<file path="src/rtl/a1339_pkg.sv">
// Shared definitions for the A1339 angle-sensor SPI link: frame size,
// response bit positions, state encoding and the parity helper.
package a1339_pkg;

   localparam int A1339_FRAME_BITS = 16;

   // Command word fields
   localparam int A1339_RW_BIT   = 15;
   localparam int A1339_ADDR_MSB = 13;
   localparam int A1339_ADDR_LSB = 8;

   // Response word fields
   localparam int A1339_EF_BIT = 15;
   localparam int A1339_ND_BIT = 14;
   localparam int A1339_P_BIT  = 13;

   localparam logic [5:0] A1339_ANGLE_ADDR = 6'h20;

   typedef logic [A1339_FRAME_BITS-1:0] a1339_word_t;

   typedef enum logic [1:0] {
      IDLE  = 2'd0,
      LOAD  = 2'd1,
      SHIFT = 2'd2,
      DONE  = 2'd3
   } spi_state_e;

   // Value for the P bit that makes the whole word odd parity.
   // The word must be passed in with its P bit still zero.
   function automatic logic a1339_odd_parity(input a1339_word_t w);
      return ~(^w);
   endfunction

endpackage

</file>
<file path="src/rtl/spi_input_sync.sv">
// Synchronises the asynchronous SPI pins into the system clock domain and
// produces one-cycle edge pulses for sck and ss_n. SYNC_STAGES must be >= 2.
module spi_input_sync #(
   parameter int SYNC_STAGES = 2
) (
   input  logic clock,
   input  logic reset,
   input  logic ss_n_i,
   input  logic sck_i,
   input  logic mosi_i,
   output logic ss_n_o,
   output logic mosi_o,
   output logic sck_rise_o,
   output logic sck_fall_o,
   output logic ss_fall_o,
   output logic ss_rise_o
);

   logic [SYNC_STAGES-1:0] ss_sh;
   logic [SYNC_STAGES-1:0] sck_sh;
   logic [SYNC_STAGES-1:0] mosi_sh;
   logic                   ss_d;
   logic                   sck_d;
   logic                   sck_s;

   assign ss_n_o = ss_sh[SYNC_STAGES-1];
   assign sck_s  = sck_sh[SYNC_STAGES-1];
   assign mosi_o = mosi_sh[SYNC_STAGES-1];

   assign sck_rise_o =  sck_s & ~sck_d;
   assign sck_fall_o = ~sck_s &  sck_d;
   assign ss_fall_o  = ~ss_n_o &  ss_d;
   assign ss_rise_o  =  ss_n_o & ~ss_d;

   // Synchroniser chains plus one delayed copy for edge detection. ss_n resets
   // low so a frame already in progress at reset never shows a falling edge;
   // sck resets high (mode 3 idle level).
   always_ff @(posedge clock) begin
      if (reset) begin
         ss_sh   <= '0;
         sck_sh  <= '1;
         mosi_sh <= '0;
         ss_d    <= 1'b0;
         sck_d   <= 1'b1;
      end else begin
         ss_sh   <= {ss_sh[SYNC_STAGES-2:0], ss_n_i};
         sck_sh  <= {sck_sh[SYNC_STAGES-2:0], sck_i};
         mosi_sh <= {mosi_sh[SYNC_STAGES-2:0], mosi_i};
         ss_d    <= ss_n_o;
         sck_d   <= sck_s;
      end
   end

endmodule

</file>
<file path="src/rtl/a1339_spi_responder.sv">
// SPI mode-3 responder emulating one A1339 angle sensor. Reads are answered
// out-of-frame: a read command selects the word sent in the following frame.
// cmd_valid_o is a one-cycle pulse with no back-pressure; cmd_data_o is
// valid in that cycle and holds until the next good frame.
module a1339_spi_responder
   import a1339_pkg::*;
#(
   parameter int         REG_COUNT   = 4,
   parameter logic [5:0] ANGLE_ADDR  = A1339_ANGLE_ADDR,
   parameter int         SYNC_STAGES = 2
) (
   input  logic        clock,
   input  logic        reset,
   input  logic [11:0] angle_i,
   input  logic        angle_valid_i,
   input  logic        ss_n_i,
   input  logic        sck_i,
   input  logic        mosi_i,
   output logic        miso_o,
   output logic        miso_oe_o,
   output logic        cmd_valid_o,
   output logic [15:0] cmd_data_o,
   output logic        frame_error_o,
   output logic [15:0] frame_count_o,
   output spi_state_e  dbg_state_o
);

   localparam int         AW        = (REG_COUNT > 1) ? $clog2(REG_COUNT) : 1;
   localparam logic [5:0] REG_LIMIT = 6'(REG_COUNT);
   localparam logic [4:0] FULL_CNT  = 5'(A1339_FRAME_BITS);
   localparam logic [4:0] SAT_CNT   = 5'(A1339_FRAME_BITS + 1);

   logic        ss_n_s, mosi_s, sck_rise, sck_fall, ss_fall, ss_rise;
   spi_state_e  state_q, state_d;
   logic        armed_q;
   a1339_word_t tx_q, rx_q, resp_w;
   logic [4:0]  bit_cnt_q;
   logic        seen_rise_q;
   logic        miso_q;
   logic [5:0]  pending_q;
   logic [11:0] angle_q;
   logic        nd_q;
   logic [7:0]  cfg_q [REG_COUNT];
   logic [5:0]  cmd_addr;

   spi_input_sync #(.SYNC_STAGES(SYNC_STAGES)) u_sync (
      .clock      (clock),
      .reset      (reset),
      .ss_n_i     (ss_n_i),
      .sck_i      (sck_i),
      .mosi_i     (mosi_i),
      .ss_n_o     (ss_n_s),
      .mosi_o     (mosi_s),
      .sck_rise_o (sck_rise),
      .sck_fall_o (sck_fall),
      .ss_fall_o  (ss_fall),
      .ss_rise_o  (ss_rise)
   );

   assign cmd_addr    = rx_q[A1339_ADDR_MSB:A1339_ADDR_LSB];
   assign miso_o      = miso_q;
   // armed_q keeps the output disabled for a frame cut short by reset.
   assign miso_oe_o   = armed_q & ~ss_n_s;
   assign dbg_state_o = state_q;

   // Frame state register.
   always_ff @(posedge clock) begin
      if (reset) state_q <= IDLE;
      else       state_q <= state_d;
   end

   // Next-state logic; a frame only starts once ss_n has been seen high.
   always_comb begin
      state_d = state_q;
      case (state_q)
         IDLE:    if (ss_fall && armed_q) state_d = LOAD;
         LOAD:    state_d = ss_rise ? DONE : SHIFT;
         SHIFT:   if (ss_rise) state_d = DONE;
         DONE:    state_d = IDLE;
         default: state_d = IDLE;
      endcase
   end

   // Response word for the pending address, with parity filled in last.
   always_comb begin
      resp_w = '0;
      if (pending_q == ANGLE_ADDR) begin
         resp_w[A1339_ND_BIT] = nd_q;
         resp_w[11:0]         = angle_q;
      end else if (pending_q < REG_LIMIT) begin
         resp_w[7:0] = cfg_q[pending_q[AW-1:0]];
      end else begin
         resp_w[A1339_EF_BIT] = 1'b1;
      end
      resp_w[A1339_P_BIT] = a1339_odd_parity(resp_w);
   end

   // Shifters, angle capture, register file and frame-end decode.
   always_ff @(posedge clock) begin
      if (reset) begin
         armed_q       <= 1'b0;
         tx_q          <= '1;
         rx_q          <= '0;
         bit_cnt_q     <= '0;
         seen_rise_q   <= 1'b0;
         miso_q        <= 1'b1;
         pending_q     <= ANGLE_ADDR;
         angle_q       <= '0;
         nd_q          <= 1'b0;
         cmd_valid_o   <= 1'b0;
         cmd_data_o    <= '0;
         frame_error_o <= 1'b0;
         frame_count_o <= '0;
         for (int i = 0; i < REG_COUNT; i++) cfg_q[i] <= '0;
      end else begin
         cmd_valid_o   <= 1'b0;
         frame_error_o <= 1'b0;
         if (ss_n_s) armed_q <= 1'b1;

         // A strobe coinciding with LOAD wins, so the flag is left set.
         if (state_q == LOAD && pending_q == ANGLE_ADDR) nd_q <= 1'b0;
         if (angle_valid_i) begin
            angle_q <= angle_i;
            nd_q    <= 1'b1;
         end

         case (state_q)
            LOAD: begin
               tx_q        <= resp_w;
               miso_q      <= resp_w[A1339_FRAME_BITS-1];
               bit_cnt_q   <= '0;
               seen_rise_q <= 1'b0;
            end
            SHIFT: begin
               if (sck_rise) begin
                  rx_q        <= {rx_q[A1339_FRAME_BITS-2:0], mosi_s};
                  seen_rise_q <= 1'b1;
                  if (bit_cnt_q != SAT_CNT) bit_cnt_q <= bit_cnt_q + 5'd1;
               end
               // Ones shift in behind the data so miso idles high after bit 0.
               if (sck_fall && seen_rise_q) begin
                  miso_q <= tx_q[A1339_FRAME_BITS-2];
                  tx_q   <= {tx_q[A1339_FRAME_BITS-2:0], 1'b1};
               end
            end
            DONE: begin
               miso_q <= 1'b1;
               if (bit_cnt_q == FULL_CNT) begin
                  cmd_data_o    <= rx_q;
                  cmd_valid_o   <= 1'b1;
                  frame_count_o <= frame_count_o + 16'd1;
                  if (!rx_q[A1339_RW_BIT]) pending_q <= cmd_addr;
                  else if (cmd_addr < REG_LIMIT) cfg_q[cmd_addr[AW-1:0]] <= rx_q[7:0];
               end else begin
                  frame_error_o <= 1'b1;
               end
            end
            default: ;
         endcase
      end
   end

endmodule

</file>
<file path="config.mk">
export PLATFORM = sky130hd
export DESIGN_NAME = a1339_spi_responder
export DESIGN_NICKNAME = d
export VERILOG_FILES = /design/src/rtl/a1339_pkg.sv /design/src/rtl/spi_input_sync.sv /design/src/rtl/a1339_spi_responder.sv
export SDC_FILE = /design/constraint.sdc
export NUM_CORES = 1
export LEC_CHECK = 0
export ABC_AREA = 1
export BUFFER_PORTS_ARGS = -buffer_cell sky130_fd_sc_hd__buf_2
export CORE_MARGIN = 10
export CORE_UTILIZATION = 63
export DETAILED_ROUTE_END_ITERATION = 8
export PLACE_DENSITY = 0.84
export SLEW_MARGIN = 20
export SYNTH_ARGS = -nofsm -noshare
export SYNTH_HDL_FRONTEND = slang
export SYNTH_SLANG_ARGS = --single-unit
</file>
<file path="constraint.sdc">
create_clock -name clock -period 6.4 [get_ports clock]
set_input_delay 0.32 -clock clock [delete_from_list [all_inputs] [get_ports clock]]
set_output_delay 0.32 -clock clock [all_outputs]
set_load 0.005 [all_outputs]
</file>
[Yosys cells after proc, flatten, opt, wreduce, memory -nomap -nowiden]
Memory sizes are Yosys's and may differ from the RTL's. A register that Yosys moved wholly into a read port is not among the register bits.
Cells that the tools add are included.
Storage, ports and cells
  bits in writable memories: 32
  latch bits: 0
  memories: 1
  bits of input ports: 18
  register bits after elaboration: 102
  word-level logic and storage cells: 101
  ROM bits: 0
Operators by class
  shift operators: 0
  multiply operators: 0
  eq/ne operators: 11
  reductions and logical operators: 18
  multiplexer cells: 36
  $lt $le $gt $ge: 2
  divide/modulo/power cells: 0
  bitwise logic cells: 12
  add/subtract/negate cells: 2
Memories
  cfg_q: depth 4, bits a word 8, rd ports 1, clocked after memory_dff 1, wr ports 4, line a1339_spi_responder.sv:43  | logic [7:0] cfg_q [REG_COUNT];
Operator list (count)
  one-hot mux 15 bit (2 select lines): 1
  2-to-1 mux 8 bit: 3
  2-to-1 mux 1 bit: 19
  adder 16 x 1 -> 16 bit (second input constant): 1
  parity 16 bit: 1
  2-to-1 mux 15 bit: 1
  less-than comparator 6 x 3 -> 1 bit (second input constant): 2
  AND reduction 2 bit: 6
  2-to-1 mux 2 bit: 5
  2-to-1 mux 5 bit: 2
  != test 2 bit (second input constant): 5
  one-hot mux 5 bit (2 select lines): 1
  one-hot mux 2 bit (4 select lines): 1
  OR reduction 8 bit: 1
  NOT 1 bit: 7
  == test 6 bit (second input constant): 1
  AND reduction 3 bit: 2
  adder 5 x 1 -> 5 bit (second input constant): 1
  bitwise AND 1 bit: 5
  == test 5 bit (second input constant): 1
  != test 5 bit (second input constant): 1
  == test 2 bit (second input constant): 2
  2-to-1 mux 4 bit: 1
  nonzero test 2 bit: 2
  other kinds (7): 9

[Depth between registers and ports, before layout]
Gate-level depths: netlist of the first run.
  word-level depth: 9
  depth in mapped cells: 18
  gate-level depth less buffers: 18

[Cells and area by module]
From an unflattened synthesis of the first run, not the netlist that was laid out.
Second synthesis, totals
  cell total of the unflattened synthesis: 706
  area, all modules: 5920.7 um^2
By module, submodules not included
  a1339_spi_responder: cells an instance 675, seq. area each 2882.8 um^2, area an instance 5674.2 um^2, times used 1
  spi_input_sync: cells an instance 31, seq. area each 160.2 um^2, area an instance 246.5 um^2, times used 1

[Worst setup path before layout of the first run]
OpenSTA, ideal clock, no wires.
  path kind: register to register
  start: reg state_q[0], in the netlist dbg_state_o[0]
  end: mem cfg_q[0][0] (enable)
  period minus slack after synthesis: 2.025 ns
  cell stages (with the launch flop): 8
  path buffers: 0
  slack: 4.375 ns
  required time: 6.071 ns
  arrival: 1.696 ns
  path through: dfxtp_1 > ha_1 > inv_1 > nor4_2 > nand2_1 > inv_2 > nand3_2 > nand2_1
RTL lines
  from (decl): line a1339_spi_responder.sv:34  | spi_state_e state_q, state_d;
  from (signal assigned): line a1339_spi_responder.sv:69  | else state_q <= state_d;
  to (decl): line a1339_spi_responder.sv:43

[Final worst setup path of the first run]
  start: reg state_q[0], in the netlist dbg_state_o[0]
  end: reg tx_q[7]
On the way
  cells in the longest elaborated chain, start to end: 3
  elaborated cells on any way between the ends: 6
  classes of those cells: eq/ne (3); mux (1); reduce/logical (2)
RTL lines
  == test 2 bit or == test 2 x 1 -> 1 bit (tied branches): line a1339_spi_responder.sv:127  | case (state_q)
  != test 2 bit (no source line) or nonzero test 2 bit (tied branches)
  AND reduction 2 bit (no source line)
  to (signal assigned): line a1339_spi_responder.sv:129  | tx_q <= resp_w;
  to (signal assigned): line a1339_spi_responder.sv:143  | tx_q <= {tx_q[A1339_FRAME_BITS-2:0], 1'b1};
  to (decl): line a1339_spi_responder.sv:36  | a1339_word_t tx_q, rx_q, resp_w;
Several ways; a longest one is shown, not always the timed one.
A chain may end at the register's enable or synchronous reset.

==> results.rst, run 1 <==
.. list-table::
   :header-rows: 1

   * - Metric
     - Value
   * - Static Leak
     - 2.90 nW
   * - Combinational family with the most area after synthesis
     - simple AND/OR/NAND/NOR gates
   * - Total negative slack for setup checks
     - 0 ns
   * - Power density cells
     - 336 nW/um2
   * - Post-Place Worst Slack
     - between 3 and 4 ns
   * - Die Width
     - 117 um
   * - Global Route Usage Sum
     - 0.213
   * - Detail Placement HPWL
     - 9.30 mm
   * - Total number of placement rows
     - 35
   * - Portion of the post-synthesis area used by sequential elements
     - 0.517
   * - Inst Count DP
     - just under 900
   * - Syn-to-layout area delta
     - 14.9%
   * - Floorplan die height
     - approximately 120 um
   * - Hold Crit Class
     - primary input to flip-flop
   * - Crit path cell chain
     - inv_1 > ha_1 > inv_1 > nor2_1 > nor2_2 > inv_1 > o21ai_0 > o211ai_1
   * - Maximum vdd drop
     - ~0.00019 V
   * - Number of failing setup endpoints in the final timing report
     - 0
   * - Port bufs
     - between 50 and 60
   * - Vias per Instance
     - ~5.7
   * - Detail Route met2 WL
     - roughly 6.8 mm
   * - Actual transition at the worst max-transition pin
     - approximately 0.82 ns
   * - Total nets after synthesis
     - roughly 760
   * - Total number of vias
     - a little over 5k
   * - Critical Path Source Type
     - flip-flop
   * - Count of TritonRoute iterations in the first routing pass
     - 6
   * - Area post-placement
     - between 6000 and 7000 um2
   * - Arithmetic-cell share of the synthesized area counting full adders, half adders and majority gates
     - 0.0191
   * - Wire per inst
     - around 15 um
   * - Initial Util
     - 0.643
   * - Slowest cell on the critical path
     - sky130_fd_sc_hd__nor2_2
   * - Crit path capture type
     - flip-flop
   * - Total buffers and inverters traversed by the critical path
     - 3
   * - Post-synthesis cell type with the largest combined area
     - sky130_fd_sc_hd__dfxtp_1
   * - Top area cells in the synthesized netlist
     - sky130_fd_sc_hd__dfxtp_1 35%, sky130_fd_sc_hd__edfxtp_1 16%, sky130_fd_sc_hd__nand2_1 8.7%, sky130_fd_sc_hd__o21ai_0 6.1%, sky130_fd_sc_hd__nor2_1 6.1%
   * - Cell area after synthesis
     - just under 6000 um2
   * - Number of top-level design ports
     - 56
   * - Yosys warnings
     - 0
   * - Final Net Count
     - 808
   * - Most frequent cells after synthesis
     - 137 x sky130_fd_sc_hd__nand2_1, 104 x sky130_fd_sc_hd__dfxtp_1, 96 x sky130_fd_sc_hd__nor2_1, 72 x sky130_fd_sc_hd__o21ai_0, 69 x sky130_fd_sc_hd__a21oi_1
   * - Type of the worst setup path
     - flip-flop to flip-flop
   * - CTS tree
     - done
   * - Fraction of synthesized cell area taken by the top area cell type
     - 0.354
   * - Unique cell type count in the Yosys netlist
     - 42
   * - Weighted congestion at the end of routability-driven global placement
     - ~0.8
   * - Total CTS buffers
     - 17
   * - Initial antenna violation count
     - 0
   * - Share of synthesized flip-flops with an asynchronous set or reset
     - 0
   * - Mean cell area of the mapped netlist
     - 8.03 um2
   * - Non-filler instance count after layout
     - approximately 900
   * - Outcome
     - complete, no violations
   * - Area of the placeable core
     - slightly above 9000 um2
   * - Most common cell in the synthesized netlist
     - sky130_fd_sc_hd__nand2_1
   * - Met1 Routed Length
     - just under 6 mm
   * - Flip-flop and latch count after synthesis
     - approximately 140
   * - Number of global-route vias before repair
     - 5030
   * - Gr ovfl total
     - 0
   * - Max-slew violation count
     - 0
   * - Skew final
     - 0.00796 ns
   * - Final worst path period need
     - 3.02 ns
   * - Fmax
     - between 0.3 and 0.4 GHz
   * - Worst slew slack as a fraction of its limit
     - 0.455
   * - Final hold violation count
     - 0
   * - Final worst-path cycle share
     - 0.471
   * - Post-detailed-route DRC marker count
     - 0
   * - Insertion delay of the later-clocked pin in the worst-skew pair
     - ~0.52 ns
   * - Multiplexer share of the synthesized area
     - 0
   * - Met3 layer wire length in the routed design
     - about 1000 um
   * - Post-synth EDFFs
     - 32
   * - Buffer depth of the longest clock path
     - 2
   * - Largest fanout on the critical path
     - 23
   * - Resized Gates After CTS
     - 0
   * - Post-route standard cell area excluding fillers
     - 6760 um2
   * - Gate Count Post-Synth
     - 732
   * - Max Cap Viol
     - 0
   * - Simple-Gate Fraction of Synth Area
     - 0.240
   * - Routed wire length
     - ~14 mm
   * - N_diodes
     - 0
   * - Wire length of the first global-routing pass
     - ~23 mm
   * - Share of the synthesized area in compound gates (AO/OA/AOI/OAI)
     - 0.149
   * - WP data required
     - 6.76 ns
   * - Layout cells sized above 1
     - 0.151
   * - Dominant cell type by count on the critical path
     - sky130_fd_sc_hd__inv_1
   * - Synthesized-area fraction occupied by xor and xnor cells
     - 0.00298
   * - H-tree levels
     - 4
   * - Worst EP arrival
     - about 3.4 ns
   * - Unrepaired setup endpoints after global routing
     - no
   * - Antenna-violating nets left
     - 0
   * - DR top layer
     - met4
   * - Root buffer cell
     - sky130_fd_sc_hd__clkbuf_8
   * - Number of fillers in the final layout
     - around 650
   * - Most frequently used flop master after synthesis
     - sky130_fd_sc_hd__dfxtp_1
   * - Post-layout worst setup margin
     - roughly 3.4 ns
   * - Stage delay of the slowest cell on the critical path
     - approximately 0.54 ns
   * - Post-CTS clock slew at the launch and capture registers of the worst setup and hold paths
     - roughly 0.060 ns
   * - Die Footprint
     - 13600 um2
   * - Detailed router's first-iteration violation count
     - roughly 410
   * - Top Family by Delay on Critical Path
     - buffers and inverters
   * - Maximum number of pins on one net before global-route repair
     - 79
   * - Sinks on the clock net
     - between 100 and 150
## cell usage in the layout (no fill, tap or decap), drive strengths merged
cell,n
nand2,143
dfxtp,104
nor2,101
inv,79
o21ai,74
a21oi,69
buf,56
nand3,45
edfxtp,32
clkbuf,18
o211ai,11
nor3,11
clkinv,10
ha,9
nand4,7
a211oi,4
nor4,3
or2,2
xnor2,2
dlygate4sd3,2
nor3b,2
o22ai,1
o41ai,1
o21bai,1
and3,1
o21a,1
a31oi,1
a221o,1
bufinv,1
clkinvlp,1
## state kept, by name, indices dropped and copies added, names as in the netlist, 2 cells and up, named ones only
register and cells:
bit_cnt_q 5, angle_q 12, dbg_state_o 2, u_sync.sck_sh 2, pending_q 6, u_sync.ss_sh 2
rx_q 16, frame_count_o 16, cmd_data_o 16, tx_q 15, cfg_q 32, u_sync.mosi_sh 2
## stage by stage
step / util / power, mW / hold slack, ns
2_1_floorplan: - / 1.27 / 0.388
3_3_place_gp: 0.675 / 1.33 / 0.395
3_5_place_dp: 0.675 / 1.36 / 0.396
4_1_cts: 0.738 / 2.26 / 0.00394
5_1_grt: 0.738 / 2.37 / 0.0141
6_report: 0.738 / 2.27 / 0.0139
## path summary, 6_finish.rpt
path / endpoint / slack (ns) / start / cells after the start
worst min-delay path: u_sync.mosi_sh[0]$_SDFF_PP0_ / 0.01 / mosi_i / 3
worst min register to register: u_sync.ss_sh[1]$_SDFF_PP0_ / 0.41 / u_sync.ss_sh[0]$_SDFF_PP0_ / 2
worst max register to register: tx_q[7]$_SDFFE_PP1P_ / 3.38 / dbg_state_o[0]$_SDFFE_PP0P_ / 8
worst max-delay path: tx_q[7]$_SDFFE_PP1P_ / 3.38 / dbg_state_o[0]$_SDFFE_PP0P_ / 8
## what timing repair did
action | in CTS | in global routing
endpoints found under the hold margin | 2 | 0
buffers inserted | 0 | 0
hold buffers | 2 | 0
## report_power, final
group / internal (mW) / switching, mW / total [mW]
clock network: 0.539 / 0.375 / 0.914
registers: 0.946 / 0.0402 / 0.987
logic: 0.123 / 0.245 / 0.368
## cell families after synthesis
family	Yosys count
and+or+nand+nor	315
AOI/OAI and AO/OA	164
DFF	136
buffers and inverters	106
adders and majority gates	9
xor gates and xnor gates	2
## metal layers
metal  global-route usage  vias to the layer above
li1                     -                     2514
met3               0.0539                       34
met1                0.261                     2386
met2                0.354                      210
met4               0.0824                        0
met5                    0                        -
## final cells by class
cell class                 count  area, um2  share of cell area
multi-input combinational    490       2420               0.358
tap                          111        139              0.0206
timing repair buffer          58        303              0.0448
clock buffer                  18        439              0.0650
clock inverter                13        119              0.0176
inverter                      78        298              0.0441
sequential                   136       3040               0.450
## worst reg2reg max path: cells and delay by family (launching register included)
| kind | cells | cell delay [ns] |
|---|---|---|
| AND/OR/NAND/NOR | 2 | 0.68 |
| adder cells (fa/ha/maj) | 1 | 0.50 |
| flip-flops | 1 | 0.40 |
| buffers and inverters | 3 | 0.95 |
| AO/OA/AOI/OAI | 2 | 0.33 |
No activity file was read; power rests on OpenSTA's default activity.
==> inputs of run 2 (changes only) <==
Settings changed: ABC_AREA 1 to 0, CORE_UTILIZATION 63 to 59, PLACE_DENSITY 0.84 to 0.8.
Clock period 6.4 ns to 3.1 ns, I/O delays scaled along.
==> results.rst, run 2 <==
.. list-table::
   :header-rows: 1

   * - Metric
     - Value
   * - Outcome
     - complete, no violations
   * - Global Route Usage Sum
     - 0.186 (-0.0275)
   * - Max Cap Viol
     - 0 (unchanged)
   * - Switch share
     - 0.250 (-0.0412)
   * - Inst Count DP
     - 746 (-14%)
   * - Commonest cells after routing, fill and taps aside
     - 104 x sky130_fd_sc_hd__dfxtp_1, 93 x sky130_fd_sc_hd__nand2_1, 55 x sky130_fd_sc_hd__buf_2
   * - Detailed router's first-iteration violation count
     - 384 (-5.2%)
   * - Static Leak
     - 2.70 nW (-6.7%)
   * - Storage cell area
     - 3040 um2 (unchanged)
   * - Floorplan die height
     - 119 um (+1.8%)
   * - Slowest cell on the critical path
     - sky130_fd_sc_hd__and2_1
   * - H-tree levels
     - 4 (unchanged)
   * - Number of top-level design ports
     - 56 (unchanged)
   * - Routed wire length
     - 12.9 mm (-7.5%)
   * - Total nets after synthesis
     - 612 (-19%)
   * - Unique cell type count in the Yosys netlist
     - 55 (+31%)
   * - Mean cell area of the mapped netlist
     - 9.84 um2 (+22%)
   * - Final hold violation count
     - 0 (unchanged)
   * - Initial Util
     - 0.614 (-0.0285)
   * - Reg-to-Reg Start
     - dbg_state_o[0]$_SDFFE_PP0P_
   * - Total buffers and inverters traversed by the critical path
     - 2 (-1)
   * - Skew final
     - 0.00785 ns (-0.000110 ns)
   * - Area of the placeable core
     - 9370 um2 (+2.4%)
   * - Final Net Count
     - 678 (-16%)
   * - Port bufs
     - 55 (unchanged)
   * - Die Width
     - 119 um (+1.8%)
   * - Power Internal
     - 3.33 mW (+110%)
   * - Antenna-violating nets left
     - 0 (unchanged)
   * - Unrepaired setup endpoints after global routing
     - no
   * - Vias per Instance
     - 5.62 (-1.2%)
   * - Gr ovfl total
     - 0 (unchanged)
   * - Most frequent cells after synthesis
     - 104 x sky130_fd_sc_hd__dfxtp_1, 93 x sky130_fd_sc_hd__nand2_1, 51 x sky130_fd_sc_hd__nor2_1, 50 x sky130_fd_sc_hd__a21oi_1, 34 x sky130_fd_sc_hd__and2_1
   * - Fraction of synthesized cell area taken by the top area cell type
     - 0.362 (+0.00778)
   * - Hold Crit Class
     - primary input to flip-flop
   * - CTS tree
     - done
   * - Number of fillers in the final layout
     - 667 (+2.9%)
   * - Power density cells
     - 647 nW/um2 (+93%)
   * - Non-filler instance count after layout
     - 792 (-12%)
   * - Insertion delay of the later-clocked pin in the worst-skew pair
     - 0.52 ns (about the same)
   * - Post-synthesis cell type with the largest combined area
     - sky130_fd_sc_hd__dfxtp_1
   * - Post-synth EDFFs
     - 32 (unchanged)
   * - Sinks on the clock net
     - 136 (unchanged)
   * - Origin of the worst min-delay path
     - angle_valid_i
   * - Total negative slack for setup checks
     - 0 ns (unchanged)
   * - Maximum number of pins on one net before global-route repair
     - 54 (-32%)
   * - Total area of multi-input combinational cells
     - 2530 um2 (+4.9%)
   * - Top Family by Delay on Critical Path
     - simple AND/OR/NAND/NOR gates
   * - Resized Gates After CTS
     - 0 (unchanged)
   * - Crit path cell chain
     - inv_1 > ha_1 > inv_1 > nand2_1 > and2_1 > nor2_1 > a211oi_1 > nand2_1
   * - Total CTS buffers
     - 17 (unchanged)
   * - Cell area after synthesis
     - 5750 um2 (-2.1%)
   * - Wire length of the first global-routing pass
     - 21.7 mm (-6.5%)
   * - Post-detailed-route DRC marker count
     - 0 (unchanged)
   * - Wire per inst
     - 16.3 um (+5.5%)
   * - Total number of placement rows
     - 35 (unchanged)
   * - Largest fanout on the critical path
     - 24 (+4.3%)
   * - Sequential Power Share
     - 0.453 (+0.018)
   * - Portion of the post-synthesis area used by sequential elements
     - 0.529 (+0.0114)
   * - Total number of vias
     - 4453 (-13%)
   * - Crit path capture type
     - flip-flop
   * - Final worst path period need
     - 2.71 ns (-0.301 ns)
   * - Detail Placement HPWL
     - 8.62 mm (-7.3%)
   * - Number of failing setup endpoints in the final timing report
     - 0 (unchanged)
   * - Flip-flop and latch count after synthesis
     - 136 (unchanged)
   * - Stage delay of the slowest cell on the critical path
     - 0.68 ns (+0.14 ns)
   * - Syn-to-layout area delta
     - 19.1%
   * - Initial antenna violation count
     - 0 (unchanged)
   * - Top area cells in the synthesized netlist
     - sky130_fd_sc_hd__dfxtp_1 36%, sky130_fd_sc_hd__edfxtp_1 17%, sky130_fd_sc_hd__nand2_1 6.1%, sky130_fd_sc_hd__a21oi_1 4.3%, sky130_fd_sc_hd__and2_1 3.7%
   * - Share of synthesized flip-flops with an asynchronous set or reset
     - 0 (unchanged)
   * - Most frequent standard cell in the layout excluding fill and tap cells
     - sky130_fd_sc_hd__dfxtp_1
   * - Actual transition at the worst max-transition pin
     - 0.798 ns (-0.0178 ns)
   * - Flip-flop count of the largest register, all copies and words added
     - 32 (unchanged)
   * - Gate Count Post-Synth
     - 585 (-20%)
   * - Fmax
     - 0.369 GHz (+11%)
   * - Most frequently used flop master after synthesis
     - sky130_fd_sc_hd__dfxtp_1
   * - Type of the worst setup path
     - flip-flop to flip-flop
   * - Buffer depth of the longest clock path
     - 2 (unchanged)
   * - Die Footprint
     - 14100 um2 (+3.7%)
   * - Most common cell in the synthesized netlist
     - sky130_fd_sc_hd__dfxtp_1
   * - Number of global-route vias before repair
     - 4358 (-13%)
   * - Critical path startpoint
     - dbg_state_o[0]$_SDFFE_PP0P_
   * - N_diodes
     - 0 (unchanged)
   * - Power dissipated by switching net loads
     - 1.11 mW (+68%)
   * - Yosys warnings
     - 0 (unchanged)
   * - Worst slew slack as a fraction of its limit
     - 0.468 (+0.0132)
   * - Most flops, register
     - cfg_q
   * - Number of setup buffers added after CTS
     - 0 (unchanged)
   * - Max-slew violation count
     - 0 (unchanged)
   * - Weighted congestion at the end of routability-driven global placement
     - 0.862 (+5.3%)
   * - Maximum vdd drop
     - 0.000431 V (+120%)
   * - Final worst-path cycle share
     - 0.875 (+0.404)
   * - Layout cells sized above 1
     - 0.169 (+0.0176)
   * - Worst EP arrival
     - 3.10 ns (-0.27 ns)
   * - Clock network fraction of total power
     - 0.435 (+0.032)
   * - Critical Path Source Type
     - flip-flop
   * - Root buffer cell
     - sky130_fd_sc_hd__clkbuf_8
   * - Count of TritonRoute iterations in the first routing pass
     - 5 (-1)
   * - Post-CTS clock slew at the launch and capture registers of the worst setup and hold paths
     - 0.06 ns (about the same)
   * - Combinational power share
     - 0.112 (-0.050)
   * - WP data required
     - 3.48 ns (-3.28 ns)
run 2: cell count changes in the layout (fill, tap and decap cells not counted), moves of 12 or more:
cell,change
sky130_fd_sc_hd__inv_1,-56
sky130_fd_sc_hd__nand2_1,-44
sky130_fd_sc_hd__o21ai_0,-57
sky130_fd_sc_hd__a211o_1,+12
sky130_fd_sc_hd__a21oi_1,-19
sky130_fd_sc_hd__mux2i_1,+17
sky130_fd_sc_hd__nor2_1,-44
sky130_fd_sc_hd__dlygate4sd3_1,+13
sky130_fd_sc_hd__nand3_1,-22
sky130_fd_sc_hd__and2_1,+34
run 2: tightest hold or removal path, stage by stage:
cell	delay [ns]
sky130_fd_sc_hd__buf_2	0.22
sky130_fd_sc_hd__a21oi_1	0.16
sky130_fd_sc_hd__nor2_1	0.04
run 2: logic make-up (layout without fill, tap and decap cells):
family | after synthesis | after routing | synth area share
AND/OR/NAND/NOR | 242 | 242 | 0.202
flip-flops | 136 | 136 | 0.529
AO/OA/AOI/OAI | 107 | 107 | 0.120
buffers and inverters | 44 | 122 | 0.0307
multiplexers | 25 | 25 | 0.0628
XOR/XNOR | 22 | 22 | 0.0359
adder cells (fa/ha/maj) | 9 | 9 | 0.0196
run 2: through the flow:
stage | power, mW | hold slack [ns] | setup WS (ns) | instance area, um2 | utilization
after floorplan | 2.40 | 0.259 | 0.955 | 5750 | -
after global routing | 4.61 | 0.139 | 0.149 | 6850 | 0.731
after CTS | 4.45 | 0.103 | 0.440 | 6850 | 0.731
after global placement | 2.49 | 0.340 | 0.776 | 6130 | 0.654
after detailed placement | 2.52 | 0.353 | 0.598 | 6130 | 0.654
final | 4.44 | 0.113 | 0.386 | 6850 | 0.731
run 2: final timing paths:
path	to	cells past startpoint	slack, ns
setup / recovery	miso_o$_SDFFE_PP1P_	8	0.39
hold / removal	nd_q$_SDFFE_PP0P_	3	0.11
setup reg to reg	miso_o$_SDFFE_PP1P_	8	0.39
hold reg to reg	u_sync.sck_sh[1]$_SDFF_PP1_	1	0.43
run 2: power by group through the flow:
stage	clock, mW	sequential, mW	combinational [mW]
floorplan	0	2.02	0.375
global placement	0	2.04	0.453
detailed placement	0	2.04	0.475
CTS	1.94	2.01	0.497
global route	2.03	2.02	0.557
finish	1.93	2.01	0.498
run 2: timing repair:
action / in CTS / in global routing
hold buffers: 15 / 0
setup endpoints to repair: 0 / 0
endpoints found under the hold margin: 15 / 0
run 2: cell type report:
class | instances | share of cell area
sequential | 136 | 0.444
inverter | 11 | 0.00602
clock inverter | 10 | 0.0133
multi-input combinational | 405 | 0.370
timing repair buffer | 80 | 0.0730
tap | 129 | 0.0235
clock buffer | 21 | 0.0703
run 2: routing by layer:
metal	vias to the layer above	global-route usage	share of wire
met5	-	0	0
met1	2128	0.229	0.45
li1	2170	-	-
met2	137	0.299	0.49
met4	0	0.0656	0.016
met3	18	0.0600	0.053
==> inputs of run 3 (changes only) <==
Settings changed: PLACE_DENSITY 0.8 to 0.87.
==> results.rst, run 3 (synthesis gave the netlist of run 2 again) <==
.. list-table::
   :header-rows: 1

   * - Metric
     - Value
   * - Final worst-path cycle share
     - 0.805 (-0.0706)
   * - WP data required
     - 3.50 ns (+0.02 ns)
   * - Max Cap Viol
     - 0 (unchanged)
   * - Antenna-violating nets left
     - 0 (unchanged)
   * - Most flops, register
     - cfg_q
   * - Reg-to-Reg Start
     - dbg_state_o[0]$_SDFFE_PP0P_
   * - Global-route met1 utilization
     - 0.220 (-0.00851)
   * - Commonest cells after routing, fill and taps aside
     - 104 x sky130_fd_sc_hd__dfxtp_1, 93 x sky130_fd_sc_hd__nand2_1, 55 x sky130_fd_sc_hd__buf_2
   * - N_diodes
     - 0 (unchanged)
   * - Max-slew violation count
     - 0 (unchanged)
   * - Worst EP arrival
     - 2.90 ns (-0.20 ns)
   * - Global Route Usage Sum
     - 0.190 (+0.00407)
   * - Flip-flop count of the largest register, all copies and words added
     - 32 (unchanged)
   * - Total number of placement rows
     - 35 (unchanged)
   * - Fmax
     - 0.401 GHz (+8.8%)
   * - Routed wire length
     - 13.5 mm (+4.7%)
   * - Detail Placement HPWL
     - 8.88 mm (+3.0%)
   * - Initial Util
     - 0.614 (unchanged)
   * - Port bufs
     - 55 (unchanged)
   * - Met2 track demand over resource
     - 0.317 (+0.0173)
   * - Actual transition at the worst max-transition pin
     - 0.795 ns (-0.00365 ns)
   * - Root buffer cell
     - sky130_fd_sc_hd__clkbuf_8
   * - Insertion delay of the later-clocked pin in the worst-skew pair
     - 0.52 ns (about the same)
   * - Total number of vias
     - 4581 (+2.9%)
   * - Number of top-level design ports
     - 56 (unchanged)
   * - Die Footprint
     - 14100 um2 (unchanged)
   * - Total CTS buffers
     - 17 (unchanged)
   * - Global Route met3 Usage
     - 0.0595 (-0.000476)
   * - Die Width
     - 119 um (unchanged)
   * - Buffer depth of the longest clock path
     - 2 (unchanged)
   * - Final Net Count
     - 678 (unchanged)
   * - Hold Crit Class
     - primary input to flip-flop
   * - Hold Crit Endpoint
     - cmd_data_o[3]$_SDFFE_PP0P_
   * - Area of the placeable core
     - 9370 um2 (unchanged)
   * - Floorplan die height
     - 119 um (unchanged)
   * - Largest fanout on the critical path
     - 20 (-17%)
   * - Capture point of the worst reg-to-reg path
     - miso_o$_SDFFE_PP1P_
   * - Count of TritonRoute iterations in the first routing pass
     - 5 (unchanged)
   * - Static Leak
     - 2.70 nW (-0.19%)
   * - Layout cells sized above 1
     - 0.169 (unchanged)
   * - Final worst path period need
     - 2.49 ns (-0.219 ns)
   * - Worst setup slack for register-to-register paths
     - 0.61 ns (+0.22 ns)
   * - Post-detailed-route DRC marker count
     - 0 (unchanged)
   * - Worst slew slack as a fraction of its limit
     - 0.469 (+0.00134)
   * - Unrepaired setup endpoints after global routing
     - no
   * - Total negative slack for setup checks
     - 0 ns (unchanged)
   * - Number of fillers in the final layout
     - 678 (+1.6%)
   * - Critical Path Source Type
     - flip-flop
   * - Worst Reg-to-Reg Cells
     - 8 (unchanged)
   * - Wire length of the first global-routing pass
     - 22.1 mm (+1.6%)
   * - Most frequent standard cell in the layout excluding fill and tap cells
     - sky130_fd_sc_hd__dfxtp_1
   * - Maximum number of pins on one net before global-route repair
     - 78 (+44%)
   * - Syn-to-layout area delta
     - 18.9%
   * - Number of failing setup endpoints in the final timing report
     - 0 (unchanged)
   * - Crit path capture type
     - flip-flop
   * - Busiest layer in global routing
     - met2
   * - Weighted congestion at the end of routability-driven global placement
     - 0.865 (+0.26%)
   * - Sinks on the clock net
     - 136 (unchanged)
   * - Hold Worst Slack
     - 0.110 ns (-0.00291 ns)
   * - Detailed router's first-iteration violation count
     - 378 (-1.6%)
   * - Skew final
     - 0.0107 ns (+0.00289 ns)
   * - Wire per inst
     - 17.0 um (+4.7%)
   * - Gr ovfl total
     - 0 (unchanged)
   * - Outcome
     - complete, no violations
   * - Post-Place Worst Slack
     - 0.673 ns (+0.0749 ns)
   * - Power density cells
     - 645 nW/um2 (-0.34%)
   * - Origin of the worst min-delay path
     - reset
   * - H-tree levels
     - 4 (unchanged)
   * - CTS tree
     - done
   * - WHS Path Cells
     - 2 (-1)
   * - Final hold violation count
     - 0 (unchanged)
   * - Post-CTS clock slew at the launch and capture registers of the worst setup and hold paths
     - 0.06 ns (about the same)
   * - Type of the worst setup path
     - flip-flop to flip-flop
   * - Vias per Instance
     - 5.78 (+2.9%)
   * - Initial antenna violation count
     - 0 (unchanged)
   * - Maximum vdd drop
     - 0.000374 V (-13%)
   * - Post-layout worst setup margin
     - 0.605 ns (+0.219 ns)
   * - Number of global-route vias before repair
     - 4579 (+5.1%)
[run 3: cell types whose count changed in the layout (fill, tap and decap cells not counted), sizes merged]
cell      delta
clkbuf       -2
clkinv       +1
inv          +2
clkinvlp     -1
[run 3: what timing repair did]
action / 4_1_cts / 5_1_grt
endpoints found under the hold margin: 15 / 0
hold buffers: 15 / 0
resized for setup: 0 / 0
setup buffers: 0 / 0
[run 3: area by class of cell]
cell class,instances,area [um2],share of cell area
flip-flops and latches,136,3040,0.445
multi-input cells,405,2530,0.371
repair buffers,80,500,0.0732
clock buffers,19,443,0.0648
well taps,129,161,0.0236
clock inverters,12,116,0.0170
inverters,11,41.3,0.00604
[run 3: per-stage QoR]
stage               area [um2]  total power, mW  instances  utilization
finish                    6840             4.41        792        0.730
detailed placement        6130             2.53        746        0.654
floorplan                 5750             2.40        585            -
CTS                       6840             4.42        792        0.730
global route              6840             4.59        792        0.730
global placement          6130             2.49        746        0.654
[run 3: how the worst max path moves through the flow]
stage / start / end / slack [ns] / depth (start not counted)
floorplan: dbg_state_o[0]$_SDFFE_PP0P_ / cfg_q[2][0]$_SDFFCE_PN0P_ / 0.95 / 6
CTS: dbg_state_o[0]$_SDFFE_PP0P_ / miso_o$_SDFFE_PP1P_ / 0.65 / 8
detailed placement: dbg_state_o[0]$_SDFFE_PP0P_ / miso_o$_SDFFE_PP1P_ / 0.67 / 8
global route: dbg_state_o[0]$_SDFFE_PP0P_ / miso_o$_SDFFE_PP1P_ / 0.37 / 8
global placement: flip-flop / tx_q[13]$_SDFFE_PP1P_ / 0.82 / 7
finish: dbg_state_o[0]$_SDFFE_PP0P_ / miso_o$_SDFFE_PP1P_ / 0.61 / 8
[run 3: metal layers]
layer / part of all wire / wire length, um
met2: 0.50 / 6760
met1: 0.43 / 5750
met3: 0.052 / 701
met4: 0.021 / 280
met5: 0 / 0
[run 3: where the power goes]
group	internal, mW	total [mW]	switching [mW]
Combinational	0.224	0.511	0.287
Sequential	1.93	2.01	0.0745
Clock	1.12	1.89	0.776
[run 3: worst max-delay path, stage by stage, from the launching register on]
cell	delay, ns
sky130_fd_sc_hd__dfxtp_1	0.35
sky130_fd_sc_hd__inv_1	0.13
sky130_fd_sc_hd__ha_1	0.53
sky130_fd_sc_hd__inv_1	0.12
sky130_fd_sc_hd__nand2_1	0.18
sky130_fd_sc_hd__and2_1	0.60
sky130_fd_sc_hd__nor2_1	0.12
sky130_fd_sc_hd__a211oi_1	0.26
sky130_fd_sc_hd__nand2_1	0.07
